## config.mk

```make
export PLATFORM = sky130hd
export DESIGN_NAME = shf_issue_ctl_flat
export DESIGN_NICKNAME = d
export VERILOG_FILES = /design/src/rtl/shf_issue_ctl_pkg.sv /design/src/rtl/shf_issue_ctl_if.sv /design/src/rtl/shf_fwd_mux.sv /design/src/rtl/shf_issue_ctl.sv /design/src/flat_wrapper.sv
export SDC_FILE = /design/constraint.sdc
export NUM_CORES = 1
export LEC_CHECK = 0
export CAP_MARGIN = 20
export CORE_UTILIZATION = 44
export CTS_BUF_LIST = sky130_fd_sc_hd__clkbuf_8
export DETAILED_ROUTE_END_ITERATION = 16
export PLACE_DENSITY = 0.83
export SYNTH_ARGS = -nofsm -noshare
export SYNTH_HDL_FRONTEND = slang
export SYNTH_SLANG_ARGS = --single-unit
```

## constraint.sdc

```tcl
create_clock -name clk -period 2.4 [get_ports clk]
set_clock_uncertainty 0.15 [all_clocks]
set_input_delay 0.48 -clock clk [delete_from_list [all_inputs] [get_ports clk]]
set_output_delay 0.48 -clock clk [all_outputs]
set_load 0.05 [all_outputs]
```

## src/rtl/shf_issue_ctl_pkg.sv

```systemverilog
// Shared definitions for the shifter issue controller.
//   shf_cls_e   : shifter operation classes (arith shift, rotate, lead-zero, lead-one)
//   S_*         : issue FSM state encodings (2 bits)
//   issue_ready : states in which a new instruction may be accepted
package shf_issue_ctl_pkg;

  typedef enum logic [1:0] {
    SHF_ASH = 2'b00,
    SHF_ROT = 2'b01,
    SHF_LZ  = 2'b10,
    SHF_LO  = 2'b11
  } shf_cls_e;

  localparam logic [1:0] S_IDLE = 2'b00;
  localparam logic [1:0] S_SEND = 2'b01;
  localparam logic [1:0] S_RES  = 2'b10;
  localparam logic [1:0] S_WB   = 2'b11;

  // Accepting in WB is what gives one instruction every three cycles.
  function automatic logic issue_ready(input logic [1:0] st);
    return (st == S_IDLE) || (st == S_WB);
  endfunction

endpackage

```

## src/rtl/shf_issue_ctl_if.sv

```systemverilog
// Issue-controller <-> shifter bus.
//   master (issue controller): drives ps_shf_en, ps_shf_cls, xb_dtx, xb_dty;
//                              receives shf_xb_dt, shf_ps_sv, shf_ps_sz
//   slave  (shifter)         : the reverse
interface shf_issue_ctl_if #(
  parameter int DATASIZE = 16
) ();
  logic                ps_shf_en;
  logic [1:0]          ps_shf_cls;
  logic [DATASIZE-1:0] xb_dtx;
  logic [DATASIZE-1:0] xb_dty;
  logic [DATASIZE-1:0] shf_xb_dt;
  logic                shf_ps_sv;
  logic                shf_ps_sz;

  modport master (
    output ps_shf_en, ps_shf_cls, xb_dtx, xb_dty,
    input  shf_xb_dt, shf_ps_sv, shf_ps_sz
  );

  modport slave (
    input  ps_shf_en, ps_shf_cls, xb_dtx, xb_dty,
    output shf_xb_dt, shf_ps_sv, shf_ps_sz
  );
endinterface

```

## src/rtl/shf_fwd_mux.sv

```systemverilog
// Operand select between register-file read data and the result being written
// back this cycle. The RF write lands at the end of WB, so an instruction
// accepted in WB would otherwise read the stale value.
//   fwd_en        : write-back result is live (controller is in WB)
//   rxa / rya     : operand read addresses
//   wa / wd       : write-back address / data
//   rf_dtx/rf_dty : RF read data
//   opx / opy     : selected operands (X and Y compared independently)
module shf_fwd_mux #(
  parameter int DATASIZE = 16,
  parameter int RFADDR   = 4
) (
  input  logic                fwd_en,
  input  logic [RFADDR-1:0]   rxa,
  input  logic [RFADDR-1:0]   rya,
  input  logic [RFADDR-1:0]   wa,
  input  logic [DATASIZE-1:0] wd,
  input  logic [DATASIZE-1:0] rf_dtx,
  input  logic [DATASIZE-1:0] rf_dty,
  output logic [DATASIZE-1:0] opx,
  output logic [DATASIZE-1:0] opy
);

  assign opx = (fwd_en && (rxa == wa)) ? wd : rf_dtx;
  assign opy = (fwd_en && (rya == wa)) ? wd : rf_dty;

endmodule

```

## src/rtl/shf_issue_ctl.sv

```systemverilog
// Shifter issue controller: accepts one decoded shift instruction, reads its
// operands, drives the shifter for one cycle, captures the result and writes
// it back to the register file while updating the SV/SZ/sticky flags.
//
// Ports:
//   clk, reset (async, active-low)
//   ps_si_vld / si_ps_rdy         : instruction handshake
//   ps_si_cls/rn/rx/ry            : decoded instruction fields
//   ps_si_flush                   : abort in-flight instruction (SEND/RES only)
//   ps_si_clr                     : clear sticky overflow
//   si_rf_rxa/rya, rf_si_dtx/dty  : RF read port (combinational)
//   shf                           : shifter bus (master side)
//   si_rf_we/wa/wd                : RF write port
//   si_ps_sv/sz/svs               : committed flags and sticky overflow
//
// state  | meaning
// -------+-----------------------------------------------------------
// S_IDLE | waiting for an instruction, rdy=1
// S_SEND | ps_shf_en high, shifter latches operands at end of cycle
// S_RES  | shifter result valid, captured into write-back registers
// S_WB   | si_rf_we pulse, flags commit at end; next instruction may issue
module shf_issue_ctl
  import shf_issue_ctl_pkg::*;
#(
  parameter int DATASIZE = 16,
  parameter int RFADDR   = 4
) (
  input  logic                clk,
  input  logic                reset,
  input  logic                ps_si_vld,
  output logic                si_ps_rdy,
  input  logic [1:0]          ps_si_cls,
  input  logic [RFADDR-1:0]   ps_si_rn,
  input  logic [RFADDR-1:0]   ps_si_rx,
  input  logic [RFADDR-1:0]   ps_si_ry,
  input  logic                ps_si_flush,
  input  logic                ps_si_clr,
  output logic [RFADDR-1:0]   si_rf_rxa,
  output logic [RFADDR-1:0]   si_rf_rya,
  input  logic [DATASIZE-1:0] rf_si_dtx,
  input  logic [DATASIZE-1:0] rf_si_dty,
  shf_issue_ctl_if.master     shf,
  output logic                si_rf_we,
  output logic [RFADDR-1:0]   si_rf_wa,
  output logic [DATASIZE-1:0] si_rf_wd,
  output logic                si_ps_sv,
  output logic                si_ps_sz,
  output logic                si_ps_svs
);

  logic [1:0]          state;
  logic [RFADDR-1:0]   rn_q;
  logic                sv_pend;
  logic                sz_pend;
  logic                accept;
  logic                flush_act;
  logic [DATASIZE-1:0] opx;
  logic [DATASIZE-1:0] opy;

  assign si_rf_rxa = ps_si_rx;
  assign si_rf_rya = ps_si_ry;
  assign si_ps_rdy = issue_ready(state);
  assign accept    = ps_si_vld && si_ps_rdy;
  // Flush only matters while the instruction is still in the shifter.
  assign flush_act = ps_si_flush && ((state == S_SEND) || (state == S_RES));

  shf_fwd_mux #(
    .DATASIZE (DATASIZE),
    .RFADDR   (RFADDR)
  ) u_fwd (
    .fwd_en (state == S_WB),
    .rxa    (ps_si_rx),
    .rya    (ps_si_ry),
    .wa     (si_rf_wa),
    .wd     (si_rf_wd),
    .rf_dtx (rf_si_dtx),
    .rf_dty (rf_si_dty),
    .opx    (opx),
    .opy    (opy)
  );

  always_ff @(posedge clk or negedge reset) begin
    if (!reset) begin
      state          <= S_IDLE;
      rn_q           <= '0;
      sv_pend        <= 1'b0;
      sz_pend        <= 1'b0;
      shf.ps_shf_en  <= 1'b0;
      shf.ps_shf_cls <= 2'b00;
      shf.xb_dtx     <= '0;
      shf.xb_dty     <= '0;
      si_rf_we       <= 1'b0;
      si_rf_wa       <= '0;
      si_rf_wd       <= '0;
      si_ps_sv       <= 1'b0;
      si_ps_sz       <= 1'b0;
    end else begin
      shf.ps_shf_en <= 1'b0;
      si_rf_we      <= 1'b0;

      // accept is only possible in IDLE or WB; Y is loaded for every class,
      // lead-count classes simply ignore it in the shifter.
      if (accept) begin
        rn_q           <= ps_si_rn;
        shf.ps_shf_cls <= ps_si_cls;
        shf.xb_dtx     <= opx;
        shf.xb_dty     <= opy;
        shf.ps_shf_en  <= 1'b1;
      end

      case (state)
        S_IDLE: state <= accept ? S_SEND : S_IDLE;
        S_SEND: state <= flush_act ? S_IDLE : S_RES;
        S_RES: begin
          if (flush_act) begin
            state <= S_IDLE;
          end else begin
            si_rf_wd <= shf.shf_xb_dt;
            si_rf_wa <= rn_q;
            sv_pend  <= shf.shf_ps_sv;
            sz_pend  <= shf.shf_ps_sz;
            si_rf_we <= 1'b1;
            state    <= S_WB;
          end
        end
        S_WB: begin
          si_ps_sv <= sv_pend;
          si_ps_sz <= sz_pend;
          state    <= accept ? S_SEND : S_IDLE;
        end
        default: state <= S_IDLE;
      endcase
    end
  end

  // A new overflow committing on the same edge as a clear keeps svs set.
  always_ff @(posedge clk or negedge reset) begin
    if (!reset) begin
      si_ps_svs <= 1'b0;
    end else if ((state == S_WB) && sv_pend) begin
      si_ps_svs <= 1'b1;
    end else if (ps_si_clr) begin
      si_ps_svs <= 1'b0;
    end
  end

endmodule

```

## src/flat_wrapper.sv

```systemverilog
// flat-port wrapper written by rule: the top's interface ports become plain ports
module shf_issue_ctl_flat import shf_issue_ctl_pkg::*;
#(
  parameter int DATASIZE = 16,
  parameter int RFADDR   = 4
)
  (clk, reset, ps_si_vld, si_ps_rdy, ps_si_cls, ps_si_rn, ps_si_rx, ps_si_ry, ps_si_flush, ps_si_clr, si_rf_rxa, si_rf_rya, rf_si_dtx, rf_si_dty, si_rf_we, si_rf_wa, si_rf_wd, si_ps_sv, si_ps_sz, si_ps_svs, shf_ps_shf_en, shf_ps_shf_cls, shf_xb_dtx, shf_xb_dty, shf_shf_xb_dt, shf_shf_ps_sv, shf_shf_ps_sz);
  shf_issue_ctl_if #(.DATASIZE(DATASIZE)) shf_i ();
  input  logic clk;
  input  logic reset;
  input  logic ps_si_vld;
  output logic si_ps_rdy;
  input  logic [1:0] ps_si_cls;
  input  logic [RFADDR-1:0] ps_si_rn;
  input  logic [RFADDR-1:0] ps_si_rx;
  input  logic [RFADDR-1:0] ps_si_ry;
  input  logic ps_si_flush;
  input  logic ps_si_clr;
  output logic [RFADDR-1:0] si_rf_rxa;
  output logic [RFADDR-1:0] si_rf_rya;
  input  logic [DATASIZE-1:0] rf_si_dtx;
  input  logic [DATASIZE-1:0] rf_si_dty;
  output logic si_rf_we;
  output logic [RFADDR-1:0] si_rf_wa;
  output logic [DATASIZE-1:0] si_rf_wd;
  output logic si_ps_sv;
  output logic si_ps_sz;
  output logic si_ps_svs;
  output wire logic [$bits(shf_i.ps_shf_en)-1:0] shf_ps_shf_en;
  output wire logic [$bits(shf_i.ps_shf_cls)-1:0] shf_ps_shf_cls;
  output wire logic [$bits(shf_i.xb_dtx)-1:0] shf_xb_dtx;
  output wire logic [$bits(shf_i.xb_dty)-1:0] shf_xb_dty;
  input wire logic [$bits(shf_i.shf_xb_dt)-1:0] shf_shf_xb_dt;
  input wire logic [$bits(shf_i.shf_ps_sv)-1:0] shf_shf_ps_sv;
  input wire logic [$bits(shf_i.shf_ps_sz)-1:0] shf_shf_ps_sz;
  assign shf_ps_shf_en = shf_i.ps_shf_en;
  assign shf_ps_shf_cls = shf_i.ps_shf_cls;
  assign shf_xb_dtx = shf_i.xb_dtx;
  assign shf_xb_dty = shf_i.xb_dty;
  assign shf_i.shf_xb_dt = shf_shf_xb_dt;
  assign shf_i.shf_ps_sv = shf_shf_ps_sv;
  assign shf_i.shf_ps_sz = shf_shf_ps_sz;
  shf_issue_ctl #(.DATASIZE(DATASIZE), .RFADDR(RFADDR)) u_core (.clk(clk), .reset(reset), .ps_si_vld(ps_si_vld), .si_ps_rdy(si_ps_rdy), .ps_si_cls(ps_si_cls), .ps_si_rn(ps_si_rn), .ps_si_rx(ps_si_rx), .ps_si_ry(ps_si_ry), .ps_si_flush(ps_si_flush), .ps_si_clr(ps_si_clr), .si_rf_rxa(si_rf_rxa), .si_rf_rya(si_rf_rya), .rf_si_dtx(rf_si_dtx), .rf_si_dty(rf_si_dty), .shf(shf_i), .si_rf_we(si_rf_we), .si_rf_wa(si_rf_wa), .si_rf_wd(si_rf_wd), .si_ps_sv(si_ps_sv), .si_ps_sz(si_ps_sz), .si_ps_svs(si_ps_svs));
endmodule
```

==> results of run 1 <==
## what timing repair did
action	CTS	global route
hold buffers	0	0
resized for setup	1	0
endpoints found under the setup margin	1	0
## stage by stage
step	total power, mW	hold WS, ns	instance area (µm²)	util [%]	worst slack, ns
after detailed placement	6.61	0.337	4760	68.2	-0.101
after global placement	6.50	0.306	4760	68.2	-0.0184
final	7.45	0.00919	4940	70.8	0.113
after CTS	7.45	0.0163	4930	70.6	0.117
after global routing	7.81	0.0434	4940	70.8	0.0621
after floorplan	5.04	0.0344	3260	-	0.218
## routing by layer
metal	GRT usage, %	routed length, µm	share of wire, %
met5	0	0	0
met1	32.4	3880	41
met3	4.62	630	6.7
met4	9.82	212	2.2
met2	42.1	4740	50
## placed cells by master (no fill, tap or decap)
cell,count
xor2_1,1
o221a_2,2
and4_1,2
dlygate4sd2_1,1
o21ai_0,4
mux2_2,27
nand2_1,3
dfrtp_1,67
and2_2,1
inv_1,12
clkdlybuf4s50_1,125
clkinv_2,2
o221ai_2,2
buf_2,1
nand4_1,32
a31oi_1,32
buf_12,11
nand2b_1,8
o31ai_1,32
clkbuf_8,11
a21oi_1,1
buf_4,13
nor2_1,35
nand4_2,2
xnor2_1,2
xor2_2,1
nor2b_2,1
ha_1,3
## power by group through the flow
stage                     Sequential (mW)  Combinational [mW]  Clock (mW)
after global placement               2.15                4.35           0
after floorplan                      3.72                1.32           0
final                                2.16                4.47       0.821
after global routing                 2.22                4.70       0.883
after CTS                            2.16                4.45       0.835
after detailed placement             2.17                4.44           0
## kinds of logic after synthesis
kind of cell,Yosys count
simple gates,84
compound gates,73
flops,67
buf+inv,43
mux,27
xor+xnor,4
fa+ha+maj,3
## path summary, 6_finish.rpt
kind	from	endpoint	slack, ns
max in group asynchronous	reset	u_core.si_rf_wa[0]	1.44
setup / recovery	u_core.si_rf_wa[1]	si_rf_wa[1]	0.11
min in group clk	u_core.rn_q[1]	u_core.si_rf_wa[1]	0.35
hold / removal	reset	u_core.si_rf_wd[0]	0.009
setup reg to reg	u_core.state[0]	u_core.shf.xb_dty[10]	0.26
hold reg to reg	u_core.rn_q[1]	u_core.si_rf_wa[1]	0.35
## flip-flops by register name (all words and copies together), names as in the netlist, 2 cells and up
| signal | flops |
|---|---|
| u_core.shf.xb_dtx | 16 |
| u_core.shf.xb_dty | 16 |
| u_core.si_rf_wd | 16 |
| u_core.rn_q | 4 |
| u_core.si_rf_wa | 4 |
| u_core.shf.ps_shf_cls | 2 |
| u_core.state | 2 |
## final cells by class
cell class | count | share of cell area (%)
Inverter | 9 | 0.684
Tap cell | 96 | 2.43
Clock inverter | 5 | 0.431
Timing Repair Buffer | 151 | 32.0
Clock buffer | 11 | 3.06
Multi-Input combinational cell | 191 | 27.4
Sequential cell | 67 | 33.9
==> metrics, run 1 <==
P_sw 3.81 mW; largest family of logic cells by synthesized area compound AO/OA/AOI/OAI gates; Sw Share 51.1%; final setup TNS 0 ns; Ant. Diodes 0; Syn Nets 373; first-pass GRT wire length 14600 µm; Synth Area in Adders 1.15%; Arr. time, crit path 1.66 ns; count leader, synth dfrtp_1; DRT Pass-1 Iters 4; Sequential cell area 1680 µm²; starting DRC count in detailed routing 125; Die Area 7750 µm²; kind of end point of the critical path output port; Critical Path RT 1.77 ns; slowest CP cell clkdlybuf4s50_1; initial antenna violation count 0; Via density 5.61; CP Launch Type flip-flop; post-synth top area share 51.5%; Mapped Avg Cell Area 10.8 µm²; Max Slew Vio Count 0; highest clock rate 0.437 GHz; Worst Path Buf+Inv 1; Synth Area in Simple Gates 13.8%; H-tree levels 3; number of stages on the worst setup path 1; Yosys top cell by area dfrtp_1; Non-Filler Instances 530; leading register cell type out of synthesis dfrtp_1; num rows 30; Avg WL per Cell 17.9 µm; Synth Instances 301; Slew @ Worst Pin 0.780 ns; fin nets 501; Synth Area in XOR/XNOR 1.31%; Synth Area in Compound Gates 15.9%; initial core utilization 46.6%; Post-CTS Setup Bufs 0; Largest stage delay, worst path 0.87 ns; Relative slew margins 48.0%; mux contribution to synthesized area 9.34%; kind of critical path reg -> out; TritonCTS Buffers 9; Fin. Hold Viols 0; Flop pwr share 29.0%; P_leak 1.93 nW; number of synthesized flops with an enable pin 0; final WL 9460 µm; CP Max Fanout 6; cell chosen for the clock root clkbuf_8; status finished clean; vias in the first global route 2912; fin crit period 2.29 ns; GRT Total Usage 25.1%; gp weighted congestion 0.815; Core ar. 6980 µm²; Cell Chain, Critical Path clkdlybuf4s50_1; Peak VDD IR 0.000926 V; I/O pin count 137; FILL cells 530; GR Overflow Total 0; flops & latches, synth 67; asr flop ratio synth 100%; via count 2973; HP Class in -> async; clock latency on the worst-skew pair 0.33 ns; Synth Cell Area 3260 µm²; Seq/Total Area, Yosys 51.5%; Finish-stage setup viols 0; Antenna Nets Post-Route 0; largest net degree at the start of global routing 28; Tcrit/Tclk final 95.3%; Max-Cap Viols 0; layout cell share with drive strength beyond 1 17.1%; Synth top cells by count 67 x dfrtp_1, 35 x nor2_1, 32 x a31oi_1, 32 x nand4_1, 32 x o31ai_1; Die Span Y 88.0 µm; Worst path top cell family by delay buffers and inverters; area occupied by multi-input gates 1350 µm²; synth top area cells dfrtp_1 51%, mux2_2 9.3%, o31ai_1 7.4%; total of warnings raised by yosys 0; power share of the combinational group 60.0%; clock power share 11.0%; post-synth cell types 26; DPL Wire Length 7030 µm; Die Wd 88.0 µm; pwr/cell area 1510 nW/µm²; clk slew on worst S/H paths 0.07 ns; internal power 3.64 mW; number of remaining DRC errors 0; P&R area growth vs syn 51.7%; RSZ-0062 raised after global routing no; Inst Count DP 513; Port Buffers 136; R2R depth 6; clock sinks 67; CTS Buffer Depth 2; CTS tree built
No activity file was read; power rests on OpenSTA's default activity.
==> run 2, diff against run 1 <==
Settings changed: CELL_PAD_IN_SITES_DETAIL_PLACEMENT set to 1, CELL_PAD_IN_SITES_GLOBAL_PLACEMENT set to 1, CORE_UTILIZATION 44 to 33, PLACE_DENSITY 0.83 to 0.84.
==> metrics, run 2 (same netlist as run 1, synthesis figures left out) <==
status finished clean; pwr/cell area 1540 nW/µm² (+2.0%); starting DRC count in detailed routing 108 (-14%); vias in the first global route 3196 (+9.8%); CTS Buffer Depth 2 (unchanged); number of remaining DRC errors 0 (unchanged); Avg WL per Cell 19.8 µm (+11%); initial core utilization 34.6% (-12 points); WHS 0.0910 ns (+0.0818 ns); post-CTS resize count 0 (-1); clk slew on worst S/H paths 0.08 ns (about the same); num rows 35 (+17%); flop2flop setup slack 0.42 ns (+0.16 ns); Ant. Diodes 0 (unchanged); Worst path top cell family by delay buffers and inverters; Antenna Nets Post-Route 0 (unchanged); Port Buffers 136 (unchanged); CP Max Fanout 4 (-2); min setup slack post-route 0.0946 ns (-0.0188 ns); layout cell share with drive strength beyond 1 17.7% (+0.69 points); first-pass GRT wire length 17600 µm (+20%); clock latency on the worst-skew pair 0.33 ns (about the same); Cell Chain, Critical Path clkdlybuf4s50_1; Worst Path Buf+Inv 1 (unchanged); P_leak 1.91 nW (-1.1%); Die Area 10300 µm² (+33%); via count 2980 (+0.24%); Post-CTS Setup Bufs 0 (unchanged); Max-Cap Viols 0 (unchanged); highest clock rate 0.434 GHz (-0.81%); Non-Filler Instances 563 (+6.2%); Arr. time, crit path 1.68 ns (+0.02 ns); GR Overflow Total 0 (unchanged); TritonCTS Buffers 9 (unchanged); Finish-stage setup viols 0 (unchanged); Inst Count DP 546 (+6.4%); biggest regs u_core.shf.xb_dtx x16, u_core.shf.xb_dty x16, u_core.si_rf_wd x16; final WL 11200 µm (+18%); Largest stage delay, worst path 0.86 ns (about the same); GRT Total Usage 22.8% (-2.3 points); FILL cells 1035 (+95%); most frequent cells in the layout 126 x clkdlybuf4s50_1, 67 x dfrtp_1, 35 x nor2_1; Pwr Total 7.67 mW (+3.1%); cell chosen for the clock root clkbuf_8; kind of end point of the critical path output port; Core ar. 9420 µm² (+35%); gp weighted congestion 0.765 (-6.1%); post-route cell area 4990 µm² (+1.0%); commonest non-fill, non-tap cell in the layout clkdlybuf4s50_1; initial antenna violation count 0 (unchanged); P&R area growth vs syn 53.3%; CTS Hold Bufs 0 (unchanged); Die Wd 101 µm (+15%); fin nets 501 (unchanged); Fin. Hold Viols 0 (unchanged); largest net degree at the start of global routing 68 (+140%); H-tree levels 3 (unchanged); Die Span Y 101 µm (+15%); I/O pin count 137 (unchanged); kind of critical path reg -> out; RSZ-0062 raised after global routing no; clock sinks 67 (unchanged); CP Launch Type flip-flop; Peak VDD IR 0.000802 V (-13%); pre-CTS setup slack -0.197 ns (-0.0966 ns); Relative slew margins 41.9% (-6.0 points); Via density 5.29 (-5.6%); DPL Wire Length 8280 µm (+18%); DRT Pass-1 Iters 4 (unchanged); Tcrit/Tclk final 96.1% (+0.78 points); Critical Path RT 1.77 ns (about the same); dpl cell area 4780 µm² (+0.39%); HP Class in -> async; Slew @ Worst Pin 0.871 ns (+0.0906 ns); fin crit period 2.31 ns (+0.0188 ns); CTS tree built; Max Slew Vio Count 0 (unchanged); slowest CP cell clkdlybuf4s50_1
==> run 2: cell types whose count changed in the layout (fill, tap and decap cells not counted) <==
cell	delta
dlygate4sd2_1	-1
bufinv_16	+1
inv_1	-3
buf_12	-2
buf_4	+3
clkdlybuf4s50_1	+1
clkinv_2	-1
clkbuf_8	-1
clkinvlp_4	+4
buf_2	-1
==> run 2: area by class of cell <==
type	count	area, µm²	area share (%)
flip-flops and latches	67	1680	33.6
clock inverters	6	65.1	1.30
repair buffers	151	1560	31.3
clock buffers	10	138	2.76
inverters	9	33.8	0.677
multi-input cells	191	1350	27.1
well taps	129	161	3.23
==> run 2: final timing paths <==
check | startpoint | endpoint | depth (start not counted)
min in group clk | u_core.rn_q[1] | u_core.si_rf_wa[1] | 2
max reg2reg | u_core.state[1] | u_core.shf.xb_dty[13] | 4
max in group asynchronous | reset | u_core.shf.xb_dty[1] | 1
max | u_core.si_rf_wd[0] | si_rf_wd[0] | 1
min reg2reg | u_core.rn_q[1] | u_core.si_rf_wa[1] | 2
min | reset | u_core.si_rf_wd[0] | 1
==> run 2: metrics by stage <==
step	setup TNS [ns]	utilization [%]
after floorplan	0	-
after global placement	-0.956	50.8
after detailed placement	-2.43	50.8
after CTS	0	52.9
after global routing	0	53.0
final	0	53.0
==> run 2: worst register-to-register path: stages (launching register included) <==
cell and delay [ns]:
dfrtp_1 0.39, ha_1 0.36, nand4_2 0.42, o31ai_1 0.42, a31oi_1 0.13
==> run 2: per-layer routing <==
metal	part of all wire (%)	track usage (%)
met5	0	0
met4	1.5	8.03
met3	4.7	4.07
met2	51	38.3
met1	43	29.8
==> run 2: power by group <==
part | switching, mW | internal, mW
registers | 0.500 | 1.68
clock network | 0.444 | 0.506
logic | 3.00 | 1.54
==> run 3, diff against run 2 <==
Settings changed: GPL_TIMING_DRIVEN set to 0, PLACE_DENSITY 0.84 to not set, PLACE_DENSITY_LB_ADDON set to 0.1.
==> metrics, run 3 (same netlist as run 1, synthesis figures left out) <==
status finished clean; Ant. Diodes 0 (unchanged); vias in the first global route 3218 (+0.69%); slowest CP cell clkdlybuf4s50_1; via count 3056 (+2.6%); Fin. Hold Viols 0 (unchanged); pwr/cell area 1550 nW/µm² (+0.97%); RSZ-0062 raised after global routing no; first-pass GRT wire length 17000 µm (-3.7%); Critical Path RT 1.77 ns (about the same); Max Slew Vio Count 0 (unchanged); Arr. time, crit path 1.71 ns (+0.03 ns); Die Area 10300 µm² (unchanged); kind of end point of the critical path output port; Tcrit/Tclk final 97.6% (+1.6 points); Largest stage delay, worst path 0.57 ns (-0.29 ns); WHS 0.114 ns (+0.0231 ns); clock latency on the worst-skew pair 0.33 ns (about the same); gp weighted congestion 0.812 (+6.1%); cell chosen for the clock root clkbuf_8; Finish-stage setup viols 0 (unchanged); Port Buffers 136 (unchanged); final setup TNS 0 ns (unchanged); Die Wd 101 µm (unchanged); initial core utilization 34.6% (unchanged); number of remaining DRC errors 0 (unchanged); I/O pin count 137 (unchanged); H-tree levels 3 (unchanged); largest net degree at the start of global routing 68 (unchanged); TritonCTS Buffers 9 (unchanged); CTS tree built; clk slew on worst S/H paths 0.07 ns (about the same); kind of critical path in -> out; HP Class in -> async; Peak VDD IR 0.000740 V (-7.8%); highest clock rate 0.427 GHz (-1.6%); Max-Cap Viols 0 (unchanged); Via density 5.25 (-0.80%); CP Max Fanout 4 (unchanged); GR Overflow Total 0 (unchanged); GRT Total Usage 22.1% (-0.73 points); fin crit period 2.34 ns (+0.0376 ns); fin nets 520 (+3.8%); P&R area growth vs syn 53.5%; most frequent cells in the layout 126 x clkdlybuf4s50_1, 67 x dfrtp_1, 35 x nor2_1; Antenna Nets Post-Route 0 (unchanged); Die Span Y 101 µm (unchanged); Core ar. 9420 µm² (unchanged); DPL Wire Length 8210 µm (-0.93%); num rows 35 (unchanged); final WL 10900 µm (-2.0%); Post-CTS Setup Bufs 0 (unchanged); layout cell share with drive strength beyond 1 17.7% (-0.082 points); initial antenna violation count 0 (unchanged); biggest regs u_core.shf.xb_dtx x16, u_core.shf.xb_dty x16, u_core.si_rf_wd x16; commonest non-fill, non-tap cell in the layout clkdlybuf4s50_1; Cell Chain, Critical Path clkdlybuf4s50_1 > buf_4 > dlygate4sd2_1; starting DRC count in detailed routing 118 (+9.3%); Avg WL per Cell 18.8 µm (-5.2%); Relative slew margins 41.1% (-0.88 points); Slew @ Worst Pin 0.884 ns (+0.0132 ns); clock sinks 67 (unchanged); FILL cells 1053 (+1.7%); CTS Hold Bufs 0 (unchanged); CP Launch Type input port; DRT Pass-1 Iters 4 (unchanged); CTS Buffer Depth 2 (unchanged); P_leak 1.96 nW (+3.0%)
[run 3: cell count changes in the layout (fill, tap and decap cells not counted), sizes merged]
cell         before  now
buf              25   29
bufinv            1    2
clkinvlp          4    1
clkbuf           10   17
inv               9   10
dlygate4sd2       0    9
[run 3: layer usage]
layer	wire length (µm)	GRT usage (%)	share of wire (%)	vias up
met1	4970	29.3	45	1544
met2	5330	36.9	49	90
met3	484	3.38	4.4	10
li1	-	-	-	1412
met4	138	7.47	1.3	0
met5	0	0	0	-
[run 3: final cells by class]
class	instances	area, µm²	area share, %
multi-input combinational	191	1350	27.0
sequential	67	1680	33.6
buffer	34	199	3.98
timing repair buffer	136	1350	27.0
inverter	9	33.8	0.676
clock buffer	11	151	3.03
clock inverter	5	76.3	1.53
tap	129	161	3.23
[run 3: report_power, final]
part	leakage (nW)	internal, mW	switching (mW)
logic	1.07	1.52	3.02
clock network	0.117	0.637	0.432
registers	0.776	1.68	0.464
[run 3: through the flow]
step	power, mW	setup WS (ns)	area, µm²	cells	utilization, %
floorplan	5.04	0.218	3260	301	-
global placement	6.64	-1.73	4780	566	50.8
detailed placement	6.74	-0.217	4780	566	50.7
CTS	7.82	0.0275	4990	582	53.0
global route	8.16	0.0256	5000	582	53.1
finish	7.76	0.0570	5000	582	53.1
[run 3: critical path: cells and delay by family]
family	cells	cell delay [ns]
buffers and inverters	3	1.23
[run 3: final timing paths]
check | startpoint | to | slack [ns] | cells after the start
min in group clk | u_core.rn_q[0] | u_core.si_rf_wa[0] | 0.35 | 2
max in group asynchronous | reset | u_core.shf.xb_dtx[8] | 1.42 | 1
setup reg to reg | u_core.state[0] | u_core.shf.xb_dty[13] | 0.27 | 7
setup / recovery | ps_si_ry[0] | si_rf_rya[0] | 0.06 | 3
hold reg to reg | u_core.rn_q[0] | u_core.si_rf_wa[0] | 0.35 | 2
hold / removal | reset | u_core.si_rf_wa[0] | 0.11 | 1
[run 3: timing repair]
| item | CTS | global route |
|---|---|---|
| gates resized for setup | 9 | 5 |
| endpoints found under the setup margin | 9 | 29 |
| endpoints found under the hold margin | 0 | 0 |
